--- src/rtl/ahb_bus_arbiter_pkg.sv ---
// ----------------------------------------------------------------------------
// ahb_bus_arbiter_pkg
// Shared AHB-Lite types and helpers for the bus arbiter slice.
//   HTRANS_E / HBURST_E / HRESP_E : AHB-Lite encodings, identical to the ones
//                                   used by the masters (master_package).
//   burst_beats()                 : beats remaining after the first beat of a
//                                   fixed-length burst (length - 1).
//   AHB_MAX_MASTERS               : upper bound on the number of masters.
// Optional feature macro used by the slice: AHB_ARB_HLOCK_EN.
// ----------------------------------------------------------------------------
package ahb_bus_arbiter_pkg;

  localparam int AHB_MAX_MASTERS = 8;

  typedef enum logic [1:0] {
    TR_IDLE   = 2'b00,
    TR_BUSY   = 2'b01,
    TR_NONSEQ = 2'b10,
    TR_SEQ    = 2'b11
  } HTRANS_E;

  typedef enum logic [2:0] {
    BU_SINGLE = 3'b000,
    BU_INCR   = 3'b001,
    BU_WRAP4  = 3'b010,
    BU_INCR4  = 3'b011,
    BU_WRAP8  = 3'b100,
    BU_INCR8  = 3'b101,
    BU_WRAP16 = 3'b110,
    BU_INCR16 = 3'b111
  } HBURST_E;

  typedef enum logic {
    RESP_OKAY  = 1'b0,
    RESP_ERROR = 1'b1
  } HRESP_E;

  // Undefined-length INCR counts as a single beat here; its lock comes from
  // the owner's request instead of the beat counter.
  function automatic logic [3:0] burst_beats(input HBURST_E burst);
    logic [3:0] beats;
    case (burst)
      BU_WRAP4,  BU_INCR4:  beats = 4'd3;
      BU_WRAP8,  BU_INCR8:  beats = 4'd7;
      BU_WRAP16, BU_INCR16: beats = 4'd15;
      default:              beats = 4'd0;
    endcase
    return beats;
  endfunction

endpackage

--- src/rtl/ahb_bus_arbiter_if.sv ---
// ----------------------------------------------------------------------------
// ahb_bus_arbiter_if
// Bundles the arbitration handshake between the bus side and the arbiter.
//   master modport : bus side; drives HBUSREQ and the muxed HTRANS/HBURST/
//                    HREADY/HRESP, observes HGRANT/HMASTER/HMASTER_DATA.
//   slave modport  : arbiter side; the reverse directions.
// With AHB_ARB_HLOCK_EN defined, HLOCK (per master) and HMASTLOCK are added.
// ----------------------------------------------------------------------------
interface ahb_bus_arbiter_if
  import ahb_bus_arbiter_pkg::*;
#(
  parameter int NUM_MASTERS = 2
) ();

  localparam int MW = $clog2(NUM_MASTERS);

  logic [NUM_MASTERS-1:0] HBUSREQ;
  HTRANS_E                HTRANS;
  HBURST_E                HBURST;
  logic                   HREADY;
  HRESP_E                 HRESP;
  logic [NUM_MASTERS-1:0] HGRANT;
  logic [MW-1:0]          HMASTER;
  logic [MW-1:0]          HMASTER_DATA;
`ifdef AHB_ARB_HLOCK_EN
  logic [NUM_MASTERS-1:0] HLOCK;
  logic                   HMASTLOCK;
`endif

  modport master (
    output HBUSREQ, HTRANS, HBURST, HREADY, HRESP,
`ifdef AHB_ARB_HLOCK_EN
    output HLOCK,
    input  HMASTLOCK,
`endif
    input  HGRANT, HMASTER, HMASTER_DATA
  );

  modport slave (
    input  HBUSREQ, HTRANS, HBURST, HREADY, HRESP,
`ifdef AHB_ARB_HLOCK_EN
    input  HLOCK,
    output HMASTLOCK,
`endif
    output HGRANT, HMASTER, HMASTER_DATA
  );

endinterface

--- src/rtl/ahb_burst_counter.sv ---
// ----------------------------------------------------------------------------
// ahb_burst_counter
// Tracks the beats still to be issued in the current fixed-length burst and
// reports whether the bus must stay with the current address-phase owner.
//   clk, rst_n : bus clock, asynchronous active-low reset
//   htrans     : muxed transfer type of the address-phase owner
//   hburst     : muxed burst type of the address-phase owner
//   hready     : muxed slave ready
//   hresp      : muxed slave response
//   owner_req  : HBUSREQ of the current address-phase owner
//   locked     : arbitration must not move the grant this cycle
// ----------------------------------------------------------------------------
module ahb_burst_counter
  import ahb_bus_arbiter_pkg::*;
(
  input  logic    clk,
  input  logic    rst_n,
  input  HTRANS_E htrans,
  input  HBURST_E hburst,
  input  logic    hready,
  input  HRESP_E  hresp,
  input  logic    owner_req,
  output logic    locked
);

  logic [3:0] remain_q;
  logic [3:0] remain_d;   // remain_next: value remain takes at the next edge
  logic       incr_lock;

  always_comb begin
    remain_d = remain_q;
    if (!hready) begin
      // First error cycle aborts the burst so the bus can be re-arbitrated
      // as soon as the error response completes.
      if (hresp == RESP_ERROR) remain_d = 4'd0;
    end else begin
      case (htrans)
        TR_NONSEQ: remain_d = burst_beats(hburst);
        TR_SEQ:    remain_d = (remain_q == 4'd0) ? 4'd0 : remain_q - 4'd1;
        default:   remain_d = remain_q;
      endcase
    end
  end

  // An undefined-length INCR keeps the bus while its owner still asks for it.
  assign incr_lock = (hburst == BU_INCR) && (htrans != TR_IDLE) && owner_req;
  assign locked    = (remain_d != 4'd0) || incr_lock;

  always_ff @(posedge clk or negedge rst_n) begin
    if (!rst_n) remain_q <= 4'd0;
    else        remain_q <= remain_d;
  end

endmodule

--- src/rtl/ahb_bus_arbiter.sv ---
// ----------------------------------------------------------------------------
// ahb_bus_arbiter
// Round-robin arbiter sharing one AHB-Lite bus between NUM_MASTERS masters.
// Never moves the grant inside a fixed-length burst.
//   HCLK, HRESETn : bus clock, asynchronous active-low reset
//   bus (slave)   : HBUSREQ/HTRANS/HBURST/HREADY/HRESP in,
//                   HGRANT (one-hot next owner), HMASTER (address-phase
//                   owner), HMASTER_DATA (data-phase owner) out
// Optional macro AHB_ARB_HLOCK_EN adds HLOCK in and HMASTLOCK out.
// ----------------------------------------------------------------------------
module ahb_bus_arbiter
  import ahb_bus_arbiter_pkg::*;
#(
  parameter int NUM_MASTERS    = 2,
  parameter int DEFAULT_MASTER = 0
) (
  input logic              HCLK,
  input logic              HRESETn,
  ahb_bus_arbiter_if.slave bus
);

  localparam int                    MW      = $clog2(NUM_MASTERS);
  localparam logic [MW-1:0]         DEF_IDX = MW'(DEFAULT_MASTER);
  localparam logic [NUM_MASTERS-1:0] DEF_OH = NUM_MASTERS'(1) << DEFAULT_MASTER;

  logic [NUM_MASTERS-1:0] grant_q, grant_d;
  logic [MW-1:0]          hmaster_q, hmaster_d;
  logic [MW-1:0]          hmaster_data_q, hmaster_data_d;
  logic [MW-1:0]          winner, cand, grant_idx;
  logic                   found;
  logic                   burst_locked;
  logic                   locked;

  function automatic logic [MW-1:0] onehot_to_idx(input logic [NUM_MASTERS-1:0] oh);
    logic [MW-1:0] idx;
    idx = '0;
    for (int i = 0; i < NUM_MASTERS; i++) begin
      if (oh[i]) idx = idx | MW'(i);
    end
    return idx;
  endfunction

  ahb_burst_counter u_burst_counter (
    .clk       (HCLK),
    .rst_n     (HRESETn),
    .htrans    (bus.HTRANS),
    .hburst    (bus.HBURST),
    .hready    (bus.HREADY),
    .hresp     (bus.HRESP),
    .owner_req (bus.HBUSREQ[hmaster_q]),
    .locked    (burst_locked)
  );

`ifdef AHB_ARB_HLOCK_EN
  logic hmastlock_q, hmastlock_d;
  assign locked = burst_locked || bus.HLOCK[hmaster_q];
`else
  assign locked = burst_locked;
`endif

  assign grant_idx = onehot_to_idx(grant_q);

  // Search starts just after the current owner and ends at the owner itself,
  // so a sole requesting owner keeps the bus.
  always_comb begin
    winner = DEF_IDX;
    found  = 1'b0;
    cand   = '0;
    for (int i = 1; i <= NUM_MASTERS; i++) begin
      cand = MW'((int'(hmaster_q) + i) % NUM_MASTERS);
      if (!found && bus.HBUSREQ[cand]) begin
        winner = cand;
        found  = 1'b1;
      end
    end
  end

  always_comb begin
    grant_d        = grant_q;
    hmaster_d      = hmaster_q;
    hmaster_data_d = hmaster_data_q;
    if (bus.HREADY) begin
      if (!locked) grant_d = NUM_MASTERS'(1) << winner;
      hmaster_d      = grant_idx;
      hmaster_data_d = hmaster_q;
    end
  end

`ifdef AHB_ARB_HLOCK_EN
  always_comb begin
    hmastlock_d = hmastlock_q;
    if (bus.HREADY) hmastlock_d = bus.HLOCK[grant_idx];
  end

  always_ff @(posedge HCLK or negedge HRESETn) begin
    if (!HRESETn) hmastlock_q <= 1'b0;
    else          hmastlock_q <= hmastlock_d;
  end

  assign bus.HMASTLOCK = hmastlock_q;
`endif

  always_ff @(posedge HCLK or negedge HRESETn) begin
    if (!HRESETn) begin
      grant_q        <= DEF_OH;
      hmaster_q      <= DEF_IDX;
      hmaster_data_q <= DEF_IDX;
    end else begin
      grant_q        <= grant_d;
      hmaster_q      <= hmaster_d;
      hmaster_data_q <= hmaster_data_d;
    end
  end

  assign bus.HGRANT       = grant_q;
  assign bus.HMASTER      = hmaster_q;
  assign bus.HMASTER_DATA = hmaster_data_q;

endmodule

--- src/flat_wrapper.sv ---
// flat-port wrapper written by rule: the top's interface ports become plain ports
module ahb_bus_arbiter_flat import ahb_bus_arbiter_pkg::*;
#(
  parameter int NUM_MASTERS    = 2,
  parameter int DEFAULT_MASTER = 0
)
  (HCLK, HRESETn, bus_HBUSREQ, bus_HTRANS, bus_HBURST, bus_HREADY, bus_HRESP, bus_HGRANT, bus_HMASTER, bus_HMASTER_DATA);
  ahb_bus_arbiter_if #(.NUM_MASTERS(NUM_MASTERS)) bus_i ();
  input logic HCLK;
  input logic HRESETn;
  input wire logic [$bits(bus_i.HBUSREQ)-1:0] bus_HBUSREQ;
  input wire logic [$bits(bus_i.HTRANS)-1:0] bus_HTRANS;
  input wire logic [$bits(bus_i.HBURST)-1:0] bus_HBURST;
  input wire logic [$bits(bus_i.HREADY)-1:0] bus_HREADY;
  input wire logic [$bits(bus_i.HRESP)-1:0] bus_HRESP;
  output wire logic [$bits(bus_i.HGRANT)-1:0] bus_HGRANT;
  output wire logic [$bits(bus_i.HMASTER)-1:0] bus_HMASTER;
  output wire logic [$bits(bus_i.HMASTER_DATA)-1:0] bus_HMASTER_DATA;
  assign bus_i.HBUSREQ = bus_HBUSREQ;
  assign bus_i.HTRANS = bus_HTRANS;
  assign bus_i.HBURST = bus_HBURST;
  assign bus_i.HREADY = bus_HREADY;
  assign bus_i.HRESP = bus_HRESP;
  assign bus_HGRANT = bus_i.HGRANT;
  assign bus_HMASTER = bus_i.HMASTER;
  assign bus_HMASTER_DATA = bus_i.HMASTER_DATA;
  ahb_bus_arbiter #(.NUM_MASTERS(NUM_MASTERS), .DEFAULT_MASTER(DEFAULT_MASTER)) u_core (.HCLK(HCLK), .HRESETn(HRESETn), .bus(bus_i));
endmodule
--- config.mk ---
export PLATFORM = sky130hd
export DESIGN_NAME = ahb_bus_arbiter_flat
export DESIGN_NICKNAME = d
export VERILOG_FILES = /design/src/rtl/ahb_bus_arbiter_pkg.sv /design/src/rtl/ahb_bus_arbiter_if.sv /design/src/rtl/ahb_burst_counter.sv /design/src/rtl/ahb_bus_arbiter.sv /design/src/flat_wrapper.sv
export SDC_FILE = /design/constraint.sdc
export NUM_CORES = 1
export LEC_CHECK = 0
export ABC_AREA = 0
export BUFFER_PORTS_ARGS = -buffer_cell sky130_fd_sc_hd__buf_2
export CAP_MARGIN = 30
export CORE_MARGIN = 2
export CORE_UTILIZATION = 30
export DETAILED_ROUTE_END_ITERATION = 8
export PLACE_DENSITY_LB_ADDON = 0.1
export SYNTH_ARGS = -nofsm -noshare
export SYNTH_HDL_FRONTEND = slang
export SYNTH_SLANG_ARGS = --single-unit
--- constraint.sdc ---
create_clock -name HCLK -period 4.5 [get_ports HCLK]
set_input_delay 0.225 -clock HCLK [delete_from_list [all_inputs] [get_ports HCLK]]
set_output_delay 0.225 -clock HCLK [all_outputs]
set_load 0.05 [all_outputs]
# Word-level counts from Yosys, hierarchy flattened
# Cells that the tools add are included.
[op_classes]
addsub = 3
n_lt_le_gt_ge = 3
eq_ne = 9
n_shift = 1
muxes = 15
n_bitwise = 1
n_reduce_logical = 12
[op_table]
columns = ["op", "count"]
rows = [
  ["3-bit equality test, second input constant", 4],
  ["4-bit two-way mux", 3],
  ["4-bit one-hot mux with 3 select lines", 1],
  ["1-bit two-way mux", 10],
  ["4-bit one-hot mux with 2 select lines", 1],
  ["3-bit by 2-bit equality test with 1-bit output, second input constant", 2],
  ["1-bit by 2-bit < comparator with 1-bit output, second input constant", 3],
  ["2-bit OR reduction", 3],
  ["2-bit equality test, second input constant", 2],
  ["4-bit logical NOT", 1],
  ["4-bit nonzero test", 1],
  ["4-bit by 1-bit subtractor with 4-bit output, second input constant", 1],
  ["3-bit by 1-bit equality test with 1-bit output, second input constant", 1],
  ["1-bit logical AND", 3],
  ["1-bit adder, second input constant", 2],
  ["2-bit AND reduction", 1],
  ["2-bit nonzero test", 1],
  ["1-bit by 1-bit << shifter with 2-bit output, first input constant", 1],
  ["1-bit logical NOT", 1],
  ["1-bit logical OR", 1],
  ["1-bit inverter", 1],
]
[totals]
regBits = 8
in_bits = 11
wordCells = 48

# Longest topological paths before layout
[depth]
ltp_word = 9
mapped_depth = 8

# Modules after synthesis
# Synthesis repeated with hierarchy kept, for this count alone.
[unflattened]
hier_cells = 51
hier_area_um2 = 528.0
[by_module_without_submodules]
columns = ["module", "instances", "cells_per_inst", "area_per_inst_um2", "seq_area_each_um2"]
rows = [
  ["ahb_burst_counter", 1, 38, 335.3, 100.1],
  ["ahb_bus_arbiter", 1, 13, 192.7, 101.3],
]

# Worst setup path after synthesis
# OpenSTA, ideal clock, no wires.
[synth_path]
path_kind = "reg2reg"
from = "register u_core.hmaster_q, in the netlist u_core.bus.HMASTER"
to = "register u_core.grant_q[0], in the netlist u_core.bus.HGRANT[0]"
arrival_time_ps = 1869
required_time_ps = 4418
setup_slack_ps = 2548
stages_incl_launch_ff = 5
synth_period_minus_slack_ps = 1952
path_cell_list = "dfrtp_1 mux2_2 a311o_2 nor3_4 mux2_4"
[synth_between]
elab_chain_len = 8
word_cells_on_any_way = 18
[synth_lines]
columns = ["element", "line", "rtl"]
rows = [
  ["start: declaration", "ahb_bus_arbiter.sv:27", "logic [MW-1:0] hmaster_q, hmaster_d;"],
  ["start signal: assignment", "ahb_bus_arbiter.sv:110", "hmaster_q <= hmaster_d;"],
  ["1-bit adder", "ahb_bus_arbiter.sv:70", "cand = MW'((int'(hmaster_q) + i) % NUM_MASTERS);"],
  ["1-bit two-way mux (implied by the code) (2 in series)", "ahb_bus_arbiter.sv:71", "if (!found && bus.HBUSREQ[cand]) begin"],
  ["1-bit two-way mux", "ahb_bus_arbiter.sv:71", ""],
  ["1-bit logical NOT", "ahb_bus_arbiter.sv:71", ""],
  ["1-bit logical AND", "ahb_bus_arbiter.sv:71", ""],
  ["1-bit two-way mux", "ahb_bus_arbiter.sv:71", ""],
  ["1-bit by 1-bit << shifter with 2-bit output", "ahb_bus_arbiter.sv:83", "if (!locked) grant_d = NUM_MASTERS'(1) << winner;"],
  ["end signal: assignment", "ahb_bus_arbiter.sv:109", "grant_q <= grant_d;"],
  ["end: declaration", "ahb_bus_arbiter.sv:26", "logic [NUM_MASTERS-1:0] grant_q, grant_d;"],
]
# Parallel ways exist; a longest one is shown, timed or not. The select of a mux whose other input is x is not followed.
# A chain may end at the register's enable or synchronous reset.

# Worst setup path after layout
[layout_path]
from = "register u_core.u_burst_counter.remain_q[0]"
to = "register u_core.grant_q[0], in the netlist u_core.bus.HGRANT[0]"
[layout_between]
elab_chain_len = 8
word_cells_on_any_way = 10
[layout_lines]
columns = ["element", "line", "rtl"]
rows = [
  ["start: declaration", "ahb_burst_counter.sv:26", "logic [3:0] remain_q;"],
  ["start signal: assignment", "ahb_burst_counter.sv:51", "else remain_q <= remain_d;"],
  ["4-bit by 1-bit subtractor with 4-bit output / 4-bit logical NOT (equally long branches)", "ahb_burst_counter.sv:39", "TR_SEQ: remain_d = (remain_q == 4'd0) ? 4'd0 : remain_q - 4'd1;"],
  ["4-bit two-way mux *", "ahb_burst_counter.sv:39", ""],
  ["4-bit one-hot mux with 2 select lines *", "ahb_burst_counter.sv:37", "case (htrans)"],
  ["4-bit two-way mux *", "ahb_burst_counter.sv:32", "if (!hready) begin"],
  ["net u_core.u_burst_counter.remain_d[3]", "ahb_burst_counter.sv:27", "logic [3:0] remain_d;"],
  ["4-bit nonzero test *", "ahb_burst_counter.sv:47", "assign locked = (remain_d != 4'd0) || incr_lock;"],
  ["1-bit logical OR *", "ahb_burst_counter.sv:47", ""],
  ["1-bit inverter (no line) *", "--", ""],
  ["2-bit AND reduction (no line) *", "--", ""],
]
# The timed path passes the listed nets; every way through them passes the cells marked *.

==> flow_summary.ini <==
[status]
status = completed

[min_path]
min_from = bus_HBUSREQ[1]
hold_depth = 3
hold_path.class = in2reg

[setup_path]
worstPathMaxFanout = 6
critPathMaxStageDelay_ps = 420
startpoint = u_core.u_burst_counter.remain_q[0]
reg2regPathDepth = 8
timing_worst_setup_path_type = reg2reg
critPathCaptureType = register
crit_arrival_ps = 2320
cp.required_ps = 4680
crit_slowest_cell = dfrtp_1
worstSetupStartpointType = register
r2r_start = u_core.u_burst_counter.remain_q[0]
path_cells = inv_1 -> ha_1 -> nand2b_1 -> o211ai_1 -> o22ai_1 -> a211o_1 -> nor3_4 -> mux2_4

[route]
initialDrtViolationCount = 8
dr.pass1.iters = 4
vias_per_cell = 4.792
route.detailed.drc = 0
post_drt_wl_per_cell_um = 11.08
routed_wl_mm = 1.064
vias = 460
antenna_left = 0

[floorplan]
start_util = 0.3158
die_x_um = 46.40
io_pins = 15
rows = 15
die_area_sq_um = 2153
core_area_sq_um = 1708
fp.dieH_um = 46.40

[clock_network]
cts_tree = yes
clock_sinks = 8
htree_levels = 1
numCtsBuffers = 3
cts_max_path_buffers = 2
clk_pin_slew_ps = 50
root_buffer = clkbuf_4
ctsResizeCount = 0
clock_latency_ps = 250

[sta]
slew_viol_final = 0
tightest_slew_ps = 396.5
rsz0062_at_grt = false
relSlewSlack = 0.7345
tns_ps = 0
hold_viol = 0
fin_worst_skew_ps = 1.489
min_period_over_period = 0.4761
layout_setup_ws_ps = 2358
finalSetupViolCount = 0
period_minus_slack_ps = 2142
fmax_ghz = 0.4668
holdWs_ps = 258.9

[placement]
port_buffers = 14
place_hpwl_um = 882.5
pre_cts_slack_ps = 2354
place.gp.congestion = 0.7817
dp_cells = 91

[yosys]
yosysMostFrequentCell = dfrtp_1
synth.distinct_cells = 28
synth_edf_count = 0
synthesis.nets = 67
netlist_area_sq_um = 539.3
yosysWarnings = 0
synthTopCellsByCount = dfrtp_1, inv_1
synth_area_per_cell_sq_um = 9.986
dominantRegCellSynth = dfrtp_1
ys_top_cells_by_area = dfrtp_1, mux2_2, dfstp_2, ha_1, o211ai_1
syn_inst = 54
ys_seq_area_frac = 0.3735
ys_async_sr_fraction = 1.000
synth_top_area_frac = 0.3248
yosys_register_bits = 8
yosys.area.top_type = dfrtp_1

[global_routing]
grtUsageTotal = 0.1201
overflow = 0
antenna_found_initial = 0
grt_pass1_wl_mm = 1.773
grt_pass1_vias = 413
grt_max_degree = 12

[layout]
area_growth_syn_to_layout_pct = 22.74
post-route-util = 0.3875
nets = 85
drive_above_1_share = 0.3662
diodes = 0
final_cells = 96

[pwr]
ir_worst_vdd_uv = 324.5
p_leak_nw = 0.3059
power-per-cell-area_nw_per_um2 = 506.2

[run]
drv_cap = 0
## worst max-delay path: cells and delay by family, from the launching register on
family          cells  cell delay [ps]
simple gates        2              280
compound gates      3              810
buf+inv             1              100
mux                 1              320
flops               1              420
fa+ha+maj           1              140
## per-layer routing
layer  GRT usage  vias to the layer above  wire length [um]
met1      0.1635                      219               524
met2      0.1750                        8               481
met3     0.05882                        0                58
met5           0                        -                 0
met4     0.01714                        0                 0
li1            -                      233                 -
## placed cells by master (no fill, tap or decap)
cell type and count:
mux2i_1 1, o22ai_1 1, nand2_2 1, nor3_1 1, a32o_1 2, a311o_2 1
nand2_1 3, buf_2 14, clkbuf_1 1, o2111ai_1 1, or4b_1 1, o21ai_0 2
or3_1 1, nand2b_1 3, a211o_1 1, clkbuf_4 3, nor2_1 2, mux2_4 1
nor3_4 1, inv_1 5, mux2_2 3, nor4_1 1, ha_1 2, nand3_1 2
nor2b_1 3, dfstp_2 1, dfrtp_1 7, a31oi_1 1, o211ai_1 3, dlygate4sd3_1 1
nand3_2 1
## what timing repair did
item,in CTS,in global routing
hold endpoints to repair,7,0
hold buffers,1,0
setup buffers,0,0
## kinds of logic after synthesis
family          count (synthesis)  synth area share
simple gates                   20            0.2344
compound gates                 12            0.1740
flops                           8            0.3736
buf+inv                         7           0.06264
mux                             5            0.1090
fa+ha+maj                       2           0.04640
## per-stage QoR
step,power (mW),area [sq um]
2_1_floorplan,0.2476,539.3
3_3_place_gp,0.2781,625.6
3_5_place_dp,0.2789,625.6
4_1_cts,0.3410,661.9
5_1_grt,0.3587,661.9
6_report,0.3350,661.9
## report_power, final
group | leakage [nW] | switching, mW | internal (mW)
Combinational | 0.192 | 0.105 | 0.0538
Clock | 0.0150 | 0.0241 | 0.0339
Sequential | 0.0990 | 0.0195 | 0.0991
Total | 0.306 | 0.148 | 0.187
## sequential cells by signal (all words and copies together), names as in the netlist
| register | flops |
|---|---|
| u_core.u_burst_counter.remain_q | 4 |
| u_core.bus.HGRANT | 2 |
| u_core.bus.HMASTER | 1 |
| u_core.bus.HMASTER_DATA | 1 |
## final timing paths
| path | slack, ps | end |
|---|---|---|
| worst min-delay path | 260 | u_core.bus.HGRANT[1] |
| max in group asynchronous | 3930 | u_core.bus.HGRANT[0] |
| worst max register to register | 2360 | u_core.bus.HGRANT[0] |
| worst min register to register | 520 | u_core.bus.HMASTER_DATA |
| min in group asynchronous | 340 | u_core.u_burst_counter.remain_q[1] |
| worst max-delay path | 2360 | u_core.bus.HGRANT[0] |
## cell type report
type                       count  area (sq um)
clock buffer                   4         26.28
multi-input combinational     39         304.0
inverter                       5         18.77
sequential                     8         201.4
fill                         177          1046
timing repair buffer          15         80.08
tap                           25         31.28
No activity file was read; power rests on OpenSTA's default activity.
